### config.mk
export PLATFORM = sky130hd
export DESIGN_NAME = attitude_quantizer_flat
export DESIGN_NICKNAME = d
export VERILOG_FILES = /design/src/rtl/attitude_quantizer_if.sv /design/src/rtl/attitude_quantizer.sv /design/src/flat_wrapper.sv
export SDC_FILE = /design/constraint.sdc
export NUM_CORES = 1
export LEC_CHECK = 0
export ABC_AREA = 1
export BUFFER_PORTS_ARGS = -buffer_cell sky130_fd_sc_hd__buf_2
export CAP_MARGIN = 20
export CORE_MARGIN = 4
export CORE_UTILIZATION = 60
export CTS_BUF_LIST = sky130_fd_sc_hd__clkbuf_4 sky130_fd_sc_hd__clkbuf_8 sky130_fd_sc_hd__clkbuf_16
export CTS_CLUSTER_DIAMETER = 100
export CTS_CLUSTER_SIZE = 14
export DETAILED_ROUTE_END_ITERATION = 6
export GPL_ROUTABILITY_DRIVEN = 0
export GPL_TIMING_DRIVEN = 0
export PLACE_DENSITY_LB_ADDON = 0.25
export SYNTH_ARGS = -nofsm -noshare
export SYNTH_HDL_FRONTEND = slang
export SYNTH_SLANG_ARGS = --single-unit
### constraint.sdc
create_clock -name i_Clk -period 6 [get_ports i_Clk]
set_input_delay 0.3 -clock i_Clk [delete_from_list [all_inputs] [get_ports i_Clk]]
set_output_delay 0.3 -clock i_Clk [all_outputs]
set_load 0.02 [all_outputs]
### src/rtl/attitude_quantizer_if.sv
// Sample/attitude bus between the attitude producer and attitude_quantizer.
//   i_Roll, i_Pitch   : signed roll/pitch sample pair (two's complement)
//   i_Sample_Valid    : sample pair valid
//   o_Sample_Ready    : quantizer ready to accept a sample
//   o_Attitude        : {isZero(pitch), isZero(roll), sgn(pitch), sgn(roll)}
//   o_Update          : one-cycle pulse when o_Attitude changes
//   o_Stale           : no valid smoothed data available
// master drives samples, slave is the quantizer.
interface attitude_quantizer_if #(
    parameter int DATA_W = 16
);
    logic signed [DATA_W-1:0] i_Roll;
    logic signed [DATA_W-1:0] i_Pitch;
    logic                     i_Sample_Valid;
    logic                     o_Sample_Ready;
    logic [3:0]               o_Attitude;
    logic                     o_Update;
    logic                     o_Stale;

    modport master (
        output i_Roll, i_Pitch, i_Sample_Valid,
        input  o_Sample_Ready, o_Attitude, o_Update, o_Stale
    );

    modport slave (
        input  i_Roll, i_Pitch, i_Sample_Valid,
        output o_Sample_Ready, o_Attitude, o_Update, o_Stale
    );
endinterface

### src/rtl/attitude_quantizer.sv
// Attitude quantizer: smooths roll/pitch samples with a moving average, applies a
// per-axis zero deadband with hysteresis, debounces the 4-bit attitude code and
// forces the "level" code when the sample stream stalls.
// Ports:
//   i_Clk   : system clock, rising edge
//   i_Rst_n : asynchronous active-low reset
//   bus     : attitude_quantizer_if slave (samples in, attitude/update/stale out)
module attitude_quantizer #(
    parameter int DATA_W         = 16,
    parameter int AVG_LOG2       = 2,
    parameter int ZERO_ENTER     = 64,
    parameter int ZERO_EXIT      = 128,
    parameter int STABLE_SAMPLES = 3,
    parameter int TIMEOUT_CYC    = 1000000
) (
    input  logic                 i_Clk,
    input  logic                 i_Rst_n,
    attitude_quantizer_if.slave  bus
);
    localparam int NUM     = 1 << AVG_LOG2;
    localparam int SUM_W   = DATA_W + AVG_LOG2;
    localparam int WARM_W  = AVG_LOG2 + 1;
    localparam int CNT_W   = $clog2(STABLE_SAMPLES + 1);
    localparam int TIMER_W = $clog2(TIMEOUT_CYC + 1);

    localparam logic [DATA_W-1:0]  MAG_MIN   = {1'b1, {(DATA_W-1){1'b0}}};
    localparam logic [DATA_W-1:0]  MAG_MAX   = {1'b0, {(DATA_W-1){1'b1}}};
    localparam logic [DATA_W-1:0]  ENTER_V   = DATA_W'(ZERO_ENTER);
    localparam logic [DATA_W-1:0]  EXIT_V    = DATA_W'(ZERO_EXIT);
    localparam logic [WARM_W-1:0]  WARM_LAST = WARM_W'(NUM - 1);
    localparam logic [CNT_W-1:0]   STABLE_V  = CNT_W'(STABLE_SAMPLES);
    localparam logic [TIMER_W-1:0] TIMEOUT_V = TIMER_W'(TIMEOUT_CYC);
    localparam logic [3:0]         LEVEL     = 4'b1100;

    typedef enum logic [1:0] {
        StWarmup,
        StTrack,
        StStale
    } state_e;

    state_e                    state_q, state_d;
    logic signed [DATA_W-1:0]  roll_win_q  [NUM];
    logic signed [DATA_W-1:0]  roll_win_d  [NUM];
    logic signed [DATA_W-1:0]  pitch_win_q [NUM];
    logic signed [DATA_W-1:0]  pitch_win_d [NUM];
    logic signed [SUM_W-1:0]   roll_sum_q, roll_sum_d;
    logic signed [SUM_W-1:0]   pitch_sum_q, pitch_sum_d;
    logic [WARM_W-1:0]         warm_cnt_q, warm_cnt_d;
    logic [TIMER_W-1:0]        idle_q, idle_d;
    logic                      strobe_q, strobe_d;
    logic                      zero_roll_q, zero_roll_d;
    logic                      zero_pitch_q, zero_pitch_d;
    logic [3:0]                pend_q, pend_d;
    logic                      pend_vld_q, pend_vld_d;
    logic [CNT_W-1:0]          cnt_q, cnt_d;
    logic [3:0]                att_q, att_d;
    logic                      upd_q, upd_d;
    logic                      stale_q, stale_d;
    logic                      ready_q, ready_d;

    logic                      accept;
    logic [DATA_W-1:0]         roll_avg, pitch_avg;
    logic [DATA_W-1:0]         roll_mag, pitch_mag;
    logic                      zero_roll_new, zero_pitch_new;
    logic [3:0]                cand;
    logic [CNT_W-1:0]          cnt_next;

    // |a| with the most negative value saturating to the largest positive value.
    function automatic logic [DATA_W-1:0] sat_mag(input logic [DATA_W-1:0] a);
        logic [DATA_W-1:0] r;
        if (a == MAG_MIN) begin
            r = MAG_MAX;
        end else if (a[DATA_W-1]) begin
            r = -a;
        end else begin
            r = a;
        end
        return r;
    endfunction

    function automatic logic is_pos(input logic [DATA_W-1:0] a);
        return !a[DATA_W-1] && (a != '0);
    endfunction

    // Deadband with hysteresis: entering zero uses the lower threshold.
    function automatic logic next_zero(input logic z, input logic [DATA_W-1:0] mag);
        return z ? (mag < EXIT_V) : (mag < ENTER_V);
    endfunction

    assign accept = bus.i_Sample_Valid && ready_q;

    // Arithmetic shift right by AVG_LOG2 then truncation to DATA_W is exactly this
    // slice; the average of DATA_W-bit samples always fits in DATA_W bits.
    assign roll_avg  = roll_sum_q[SUM_W-1:AVG_LOG2];
    assign pitch_avg = pitch_sum_q[SUM_W-1:AVG_LOG2];
    assign roll_mag  = sat_mag(roll_avg);
    assign pitch_mag = sat_mag(pitch_avg);

    assign zero_roll_new  = next_zero(zero_roll_q, roll_mag);
    assign zero_pitch_new = next_zero(zero_pitch_q, pitch_mag);
    assign cand = {zero_pitch_new, zero_roll_new,
                   is_pos(pitch_avg) && !zero_pitch_new,
                   is_pos(roll_avg) && !zero_roll_new};

    assign cnt_next = (pend_vld_q && (cand == pend_q)) ? cnt_q + CNT_W'(1) : CNT_W'(1);

    always_comb begin
        state_d      = state_q;
        roll_win_d   = roll_win_q;
        pitch_win_d  = pitch_win_q;
        roll_sum_d   = roll_sum_q;
        pitch_sum_d  = pitch_sum_q;
        warm_cnt_d   = warm_cnt_q;
        idle_d       = idle_q;
        strobe_d     = 1'b0;
        zero_roll_d  = zero_roll_q;
        zero_pitch_d = zero_pitch_q;
        pend_d       = pend_q;
        pend_vld_d   = pend_vld_q;
        cnt_d        = cnt_q;
        att_d        = att_q;
        upd_d        = 1'b0;
        stale_d      = stale_q;
        ready_d      = 1'b1;

        // Evaluation uses the sums as they stood after the previous acceptance.
        if (strobe_q) begin
            zero_roll_d  = zero_roll_new;
            zero_pitch_d = zero_pitch_new;
            if (cand == att_q) begin
                pend_vld_d = 1'b0;
                cnt_d      = '0;
            end else begin
                pend_d     = cand;
                pend_vld_d = 1'b1;
                cnt_d      = cnt_next;
                if (cnt_next == STABLE_V) begin
                    att_d      = cand;
                    upd_d      = 1'b1;
                    pend_vld_d = 1'b0;
                    cnt_d      = '0;
                end
            end
        end

        if (accept) begin
            roll_sum_d  = roll_sum_q + SUM_W'(bus.i_Roll) - SUM_W'(roll_win_q[NUM-1]);
            pitch_sum_d = pitch_sum_q + SUM_W'(bus.i_Pitch) - SUM_W'(pitch_win_q[NUM-1]);
            for (int i = NUM - 1; i > 0; i--) begin
                roll_win_d[i]  = roll_win_q[i-1];
                pitch_win_d[i] = pitch_win_q[i-1];
            end
            roll_win_d[0]  = bus.i_Roll;
            pitch_win_d[0] = bus.i_Pitch;
        end

        unique case (state_q)
            StWarmup, StStale: begin
                // STALE already holds cleared history, so its first sample is
                // simply warmup sample 1.
                if (accept) begin
                    if (warm_cnt_q == WARM_LAST) begin
                        state_d    = StTrack;
                        stale_d    = 1'b0;
                        strobe_d   = 1'b1;
                        warm_cnt_d = '0;
                        idle_d     = '0;
                    end else begin
                        state_d    = StWarmup;
                        warm_cnt_d = warm_cnt_q + WARM_W'(1);
                    end
                end
            end
            StTrack: begin
                if (accept) begin
                    idle_d   = '0;
                    strobe_d = 1'b1;
                end else if (idle_q + TIMER_W'(1) == TIMEOUT_V) begin
                    state_d      = StStale;
                    stale_d      = 1'b1;
                    att_d        = LEVEL;
                    upd_d        = (att_q != LEVEL);
                    roll_win_d   = '{default: '0};
                    pitch_win_d  = '{default: '0};
                    roll_sum_d   = '0;
                    pitch_sum_d  = '0;
                    pend_vld_d   = 1'b0;
                    pend_d       = '0;
                    cnt_d        = '0;
                    zero_roll_d  = 1'b1;
                    zero_pitch_d = 1'b1;
                    warm_cnt_d   = '0;
                    idle_d       = '0;
                end else begin
                    idle_d = idle_q + TIMER_W'(1);
                end
            end
            default: state_d = StWarmup;
        endcase
    end

    always_ff @(posedge i_Clk or negedge i_Rst_n) begin
        if (!i_Rst_n) begin
            state_q      <= StWarmup;
            roll_win_q   <= '{default: '0};
            pitch_win_q  <= '{default: '0};
            roll_sum_q   <= '0;
            pitch_sum_q  <= '0;
            warm_cnt_q   <= '0;
            idle_q       <= '0;
            strobe_q     <= 1'b0;
            zero_roll_q  <= 1'b1;
            zero_pitch_q <= 1'b1;
            pend_q       <= '0;
            pend_vld_q   <= 1'b0;
            cnt_q        <= '0;
            att_q        <= LEVEL;
            upd_q        <= 1'b0;
            stale_q      <= 1'b1;
            ready_q      <= 1'b0;
        end else begin
            state_q      <= state_d;
            roll_win_q   <= roll_win_d;
            pitch_win_q  <= pitch_win_d;
            roll_sum_q   <= roll_sum_d;
            pitch_sum_q  <= pitch_sum_d;
            warm_cnt_q   <= warm_cnt_d;
            idle_q       <= idle_d;
            strobe_q     <= strobe_d;
            zero_roll_q  <= zero_roll_d;
            zero_pitch_q <= zero_pitch_d;
            pend_q       <= pend_d;
            pend_vld_q   <= pend_vld_d;
            cnt_q        <= cnt_d;
            att_q        <= att_d;
            upd_q        <= upd_d;
            stale_q      <= stale_d;
            ready_q      <= ready_d;
        end
    end

    assign bus.o_Attitude     = att_q;
    assign bus.o_Update       = upd_q;
    assign bus.o_Stale        = stale_q;
    assign bus.o_Sample_Ready = ready_q;
endmodule

### src/flat_wrapper.sv
// flat-port wrapper written by rule: the top's interface ports become plain ports
module attitude_quantizer_flat 
#(
    parameter int DATA_W         = 16,
    parameter int AVG_LOG2       = 2,
    parameter int ZERO_ENTER     = 64,
    parameter int ZERO_EXIT      = 128,
    parameter int STABLE_SAMPLES = 3,
    parameter int TIMEOUT_CYC    = 1000000
)
  (i_Clk, i_Rst_n, bus_i_Roll, bus_i_Pitch, bus_i_Sample_Valid, bus_o_Sample_Ready, bus_o_Attitude, bus_o_Update, bus_o_Stale);
  attitude_quantizer_if #(.DATA_W(DATA_W)) bus_i ();
  input  logic i_Clk;
  input  logic i_Rst_n;
  input wire logic [$bits(bus_i.i_Roll)-1:0] bus_i_Roll;
  input wire logic [$bits(bus_i.i_Pitch)-1:0] bus_i_Pitch;
  input wire logic [$bits(bus_i.i_Sample_Valid)-1:0] bus_i_Sample_Valid;
  output wire logic [$bits(bus_i.o_Sample_Ready)-1:0] bus_o_Sample_Ready;
  output wire logic [$bits(bus_i.o_Attitude)-1:0] bus_o_Attitude;
  output wire logic [$bits(bus_i.o_Update)-1:0] bus_o_Update;
  output wire logic [$bits(bus_i.o_Stale)-1:0] bus_o_Stale;
  assign bus_i.i_Roll = bus_i_Roll;
  assign bus_i.i_Pitch = bus_i_Pitch;
  assign bus_i.i_Sample_Valid = bus_i_Sample_Valid;
  assign bus_o_Sample_Ready = bus_i.o_Sample_Ready;
  assign bus_o_Attitude = bus_i.o_Attitude;
  assign bus_o_Update = bus_i.o_Update;
  assign bus_o_Stale = bus_i.o_Stale;
  attitude_quantizer #(.DATA_W(DATA_W), .AVG_LOG2(AVG_LOG2), .ZERO_ENTER(ZERO_ENTER), .ZERO_EXIT(ZERO_EXIT), .STABLE_SAMPLES(STABLE_SAMPLES), .TIMEOUT_CYC(TIMEOUT_CYC)) u_core (.i_Clk(i_Clk), .i_Rst_n(i_Rst_n), .bus(bus_i));
endmodule
# == Word level (Yosys, flattened, before mapping) ==
# Cells that the tools add are included.
# W data, S select, Z words.
# op_classes
eq_ne,14
n_addsub,9
n_mux,84
n_lt_le_gt_ge,4
reduce_logical,19
# ops
cell,n
$mux W64,8
$mux W18,8
$mux W20,4
$mux W16,4
$mux W4,11
$pmux W20 S2,1
$add A18 B16 Y18,2
$sub A18 B16 Y18,2
$eq A16 B16 Y1 const B,2
$lt A16 B7 Y1 const B,2
$lt A16 B8 Y1 const B,2
$neg A16 Y16,2
$reduce_bool A16 Y1,2
$mux W1,30
$add A20 B1 Y20 const B,1
$eq A20 B20 Y1 const B,1
$mux W2,10
$mux W3,4
$eq A4 B4 Y1,2
$logic_and A1 B1 Y1,6
$ne A2 B1 Y1 const B,3
$pmux W3 S2,1
$reduce_and A3 Y1,2
$reduce_and A5 Y1,1
other kinds (14),19
# totals
reg_bits,206

# == Longest topological paths before layout ==
# logic_depth
word_depth,17
ltp_mapped,19
depth_no_buf,19

# == Least setup slack after synthesis ==
# Ideal clock, no wire load.
# synth_path
kind,register to register
from,reg u_core.roll_sum_q[2]
to,reg u_core.roll_sum_q[14]
stages_incl_launch_ff,19
setup_slack_ns,3.187
required_time_ns,5.879
synth_period_minus_slack_ns,2.813
arrival_ns,2.691
cell_sequence,dfrtp_1 -> inv_1 -> fa_1 -> inv_1 -> ha_1 -> nand3_1 -> nand2_1 -> nand3_1 -> nand2_1 -> inv_1 -> o21ai_0 -> inv_1 -> o21ai_0 -> nand3_1 -> nand2_1 -> nand3_1 -> nand2_1 -> xnor2_1 -> o21ai_2
# synth_between
elab_chain_cells,6
# synth_rtl
element,line_no,rtl
from (decl),attitude_quantizer.sv:46,"logic signed [SUM_W-1:0] roll_sum_q, roll_sum_d;"
from (signal assigned),attitude_quantizer.sv:225,roll_sum_q <= roll_sum_d;
$add A18 B16 Y18 (*),attitude_quantizer.sv:147,roll_sum_d = roll_sum_q + SUM_W'(bus.i_Roll) - SUM_W'(roll_win_q[NUM-1]);
$sub A18 B16 Y18 (*),attitude_quantizer.sv:147,
$mux W18 (*),attitude_quantizer.sv:146,if (accept) begin
$mux W18,attitude_quantizer.sv:178,end else if (idle_q + TIMER_W'(1) == TIMEOUT_V) begin
$mux W18,attitude_quantizer.sv:175,if (accept) begin
$mux W18 (*),attitude_quantizer.sv:157,unique case (state_q)
named net u_core.roll_sum_d[14],attitude_quantizer.sv:46,
# Mark *: on every way through the listed nets, which the timed path passes. The rest lies on a longest branch.
# A chain may end at the register's enable or synchronous reset.

# == Worst setup path after layout ==
# Same ends and word-level chain as after synthesis.

==> reports/metrics.csv <==
stage,metric,value,unit
place,port_buffers,41,
route,dr.pass1.iters,5,
layout,diodes,0,
synth,yosysSeqAreaShare,41.20,%
clock_network,clkTransAtPathRegs,70,ps
setup_path,critPathCaptureType,register,
synth,syn_avg_cell_area,7.934,sq um
synth,synth_flop_cell,dfrtp_1,
clock_network,clockBufferDepth,3,
timing,timing.fmax,298.9,MHz
setup_path,cp_data_required_time,6390,ps
floorplanning,die_y,152.5,um
layout,area_growth_syn_to_layout,9.687,%
setup_path,r2r_start,u_core.roll_sum_q[2]$_DFF_PN0_,
floorplanning,ios,42,
timing,hold_viol,0,
synth,netlist_instances,1579,
setup_path,cp.arrival,3730,ps
route,routed_via_density,5.472,
layout,finalNetCount,1752,
clock_network,cts-htree-levels,1,
layout,drive_gt1_share,11.72,%
synth,synth.cell_area,0.01253,sq mm
setup_path,crit_fanout,5,
clock_network,clock-root-buffer,clkbuf_16,
floorplanning,start_util,61.52,%
clock_network,insertion_delay,490,ps
floorplanning,rows,52,
place,dp.cells,1892,
timing,clock-skew-final,12.11,ps
global_routing,grt_max_degree,85,
hold_path,hold_depth,3,
hold_path,hold_start,bus_i_Pitch[0],
setup_path,max_stage_delay,510,ps
power_and_ir_drop,leakage,6.870,nW
timing,finalCriticalPeriod,3345,ps
clock_network,cts.sinks,206,
layout,fin_cells,1925,
timing,maxSlewViolCount,0,
setup_path,reg2reg_to,u_core.roll_sum_q[14]$_DFF_PN0_,
hold_path,holdPathEnd,u_core.pitch_win_q[48]$_DFF_PN0_,
global_routing,overflow,0,
synth,synth_seq_cells,206,
synth,yosysWarnings,0,
synth,syn_nets,1688,
clock_network,cts_setup_buffers,0,
setup_path,slowest_stage,fa_1,
synth,synth_edf_count,0,
timing,tightestPinTransition,813.6,ps
power_and_ir_drop,power.density,444.0,mW/mm^2
route,first_iter_violations,702,
power_and_ir_drop,ir_worst_vdd,0.2732,mV
synth,synth.area.top_cells,"dfrtp_1 40%, nand2_1 13%, inv_1 6.7%",
timing,setup_viol,0,
synth,yosysTopAreaCell,dfrtp_1,
route,ant_nets,0,
route,vias,10530,
setup_path,worstSetupPathType,register to register,
global_routing,grt_pass1_vias,10250,
place,dpl.hpwl,22.60,mm
setup_path,worstPathCellList,inv_1 -> fa_1 -> inv_1 -> ha_1 -> nand3_1 -> nand2_1 -> nand3_1 -> nand2_1 -> inv_1 -> o21ai_0 -> inv_1 -> o21ai_0 -> nand3_1 -> nand2_1 -> nand3_1 -> nand2_1 -> xnor2_1 -> o21ai_2,
timing,final.period_utilization,55.75,%
clock_network,holdBufCountCts,1,
setup_path,start_kind,register,
clock_network,cts_made_buffers,18,
route,avgRoutedWirePerCell,15.77,um
route,totalWireLength,30.36,mm
global_routing,grt_pass1_wl,50.56,mm
global_routing,grtUsageTotal,26.01,%
clock_network,cts_resized,0,
hold_path,min_path_type,primary input to register,
setup_path,ff2ff_path_depth,18,
synth,async_flop_share,100.0,%
floorplanning,coreArea,0.02036,sq mm
timing,fin_setup_tns,0,ps
timing,max_slew_margin,45.76,%
global_routing,antenna_found_initial,0,
route,drc_errors,0,
synth,ys_types,53,
floorplanning,die_x,152.5,um
setup_path,reg2reg_slack,2650,ps
floorplanning,dieArea,0.02326,sq mm
timing,rsz0062_at_grt,no,
synth,synthDominantCellAreaShare,40.15,%
clock_network,cts_tree,built,
outcome,outcome,"finished, final reports clean",
job,drv_cap,0,
==> sequential cells by signal (all words and copies together) (netlist names), 2 cells and up <==
register and flops:
u_core.cnt_q 2, u_core.warm_cnt_q 3, u_core.pend_q 4, u_core.idle_q 20, u_core.roll_win_q 64, u_core.roll_sum_q 18
u_core.state_q 2, u_core.pitch_sum_q 18, u_core.bus.o_Attitude 4, u_core.pitch_win_q 64
==> area by class of cell <==
| cell class | instances | area [sq um] |
|---|---|---|
| clock buffer | 31 | 565.5 |
| sequential | 206 | 5161 |
| multi-input combinational | 1082 | 6178 |
| fill | 1666 | 6623 |
| clock inverter | 1 | 30.03 |
| inverter | 230 | 863.3 |
| timing repair buffer | 44 | 280.3 |
| buffer | 61 | 325.3 |
| tap | 270 | 337.8 |
==> where the power goes <==
group          switching [mW]  internal (mW)
clock                   0.522          0.688
combinational            1.82           1.17
sequential              0.230           1.68
==> worst max-delay path by stage <==
| stage | from | to | slack (ps) | cells past startpoint |
|---|---|---|---|---|
| after detailed placement | u_core.roll_sum_q[2]$_DFF_PN0_ | u_core.roll_sum_q[14]$_DFF_PN0_ | 2720 | 18 |
| after global placement | i_Rst_n | u_core.roll_win_q[47]$_DFF_PN0_ | 1180 | 1 |
| after global routing | u_core.roll_sum_q[2]$_DFF_PN0_ | u_core.roll_sum_q[14]$_DFF_PN0_ | 2410 | 18 |
| final | u_core.roll_sum_q[2]$_DFF_PN0_ | u_core.roll_sum_q[14]$_DFF_PN0_ | 2650 | 18 |
| after CTS | u_core.roll_sum_q[2]$_DFF_PN0_ | u_core.roll_sum_q[14]$_DFF_PN0_ | 2730 | 18 |
| after floorplan | u_core.roll_sum_q[2]$_DFF_PN0_ | u_core.roll_sum_q[14]$_DFF_PN0_ | 3190 | 18 |
==> worst max-delay path: cells and delay by family, from the launching register on <==
kind            cells  cell delay [ps]
fa+ha+maj           2              880
xor+xnor            1              160
compound gates      3              750
flops               1              420
simple gates        8              760
buf+inv             4              290
==> through the flow <==
step	util (%)	power (mW)	setup WS (ps)	hold WS [ps]	cell area, sq um
2_1_floorplan	-	4.217	3187	4.409	12530
3_3_place_gp	64.19	4.751	1182	461.0	13070
3_5_place_dp	64.51	4.849	2723	248.6	13140
4_1_cts	67.48	6.092	2730	57.11	13740
5_1_grt	67.48	6.639	2413	91.47	13740
6_report	67.48	6.101	2655	74.79	13740
==> routing by layer <==
metal  vias up  part of all wire [%]  track usage (%)
met5         -                     0                0
met1      4999                    46            37.69
met2       326                    46            42.13
met3        49                   6.0            2.954
li1       5159                     -                -
met4         0                   2.7            7.043
==> cell families after synthesis <==
logic type / count (synthesis) / synth area share, %
AOI/OAI and AO/OA: 283 / 12.88
xor gates and xnor gates: 34 / 2.437
adders and majority gates: 74 / 9.428
buffers and inverters: 291 / 9.488
DFF: 206 / 41.20
other: 1 / 0.02993
and+or+nand+nor: 690 / 24.54
==> cell usage after synthesis, types with 2 or more instances <==
| library cell | n |
|---|---|
| nand2_2 | 5 |
| o31ai_1 | 2 |
| clkbuf_1 | 35 |
| o2111ai_1 | 2 |
| o21ai_0 | 146 |
| buf_6 | 3 |
| nor2_1 | 77 |
| nand2_1 | 443 |
| buf_12 | 2 |
| buf_4 | 2 |
| inv_2 | 4 |
| nor2_4 | 4 |
| o21bai_1 | 2 |
| nor2_2 | 8 |
| nor3_1 | 13 |
| nor3_2 | 2 |
| inv_1 | 225 |
| o21ai_2 | 22 |
| dfrtp_1 | 201 |
| or2_2 | 6 |
| nor4_1 | 3 |
| o22ai_1 | 10 |
| o211ai_1 | 18 |
| fa_1 | 34 |
| ha_1 | 40 |
| a211oi_1 | 2 |
| nand3_1 | 82 |
| xnor2_1 | 14 |
| o21a_1 | 2 |
| dfstp_2 | 5 |
| a31oi_1 | 9 |
| a21oi_1 | 45 |
| o21ai_1 | 17 |
| a21o_1 | 2 |
| buf_2 | 18 |
| xor2_1 | 19 |
| nand3_2 | 31 |
| nand4_1 | 8 |
| a31o_2 | 2 |
==> cell usage in the layout (no fill, tap or decap), types with 8 or more instances in the layout <==
cell type and count:
nand2_1 443, inv_1 225, dfrtp_1 201, o21ai_0 146, nand3_1 82, nor2_1 77
buf_2 58, a21oi_1 45, ha_1 40, clkbuf_1 35, fa_1 34, nand3_2 31
o21ai_2 22, xor2_1 19, clkbuf_16 19, o211ai_1 18, o21ai_1 17, xnor2_1 14
nor3_1 13, clkbuf_4 12, o22ai_1 10, a31oi_1 9, nand4_1 8, nor2_2 8
No activity file was read; power rests on OpenSTA's default activity.
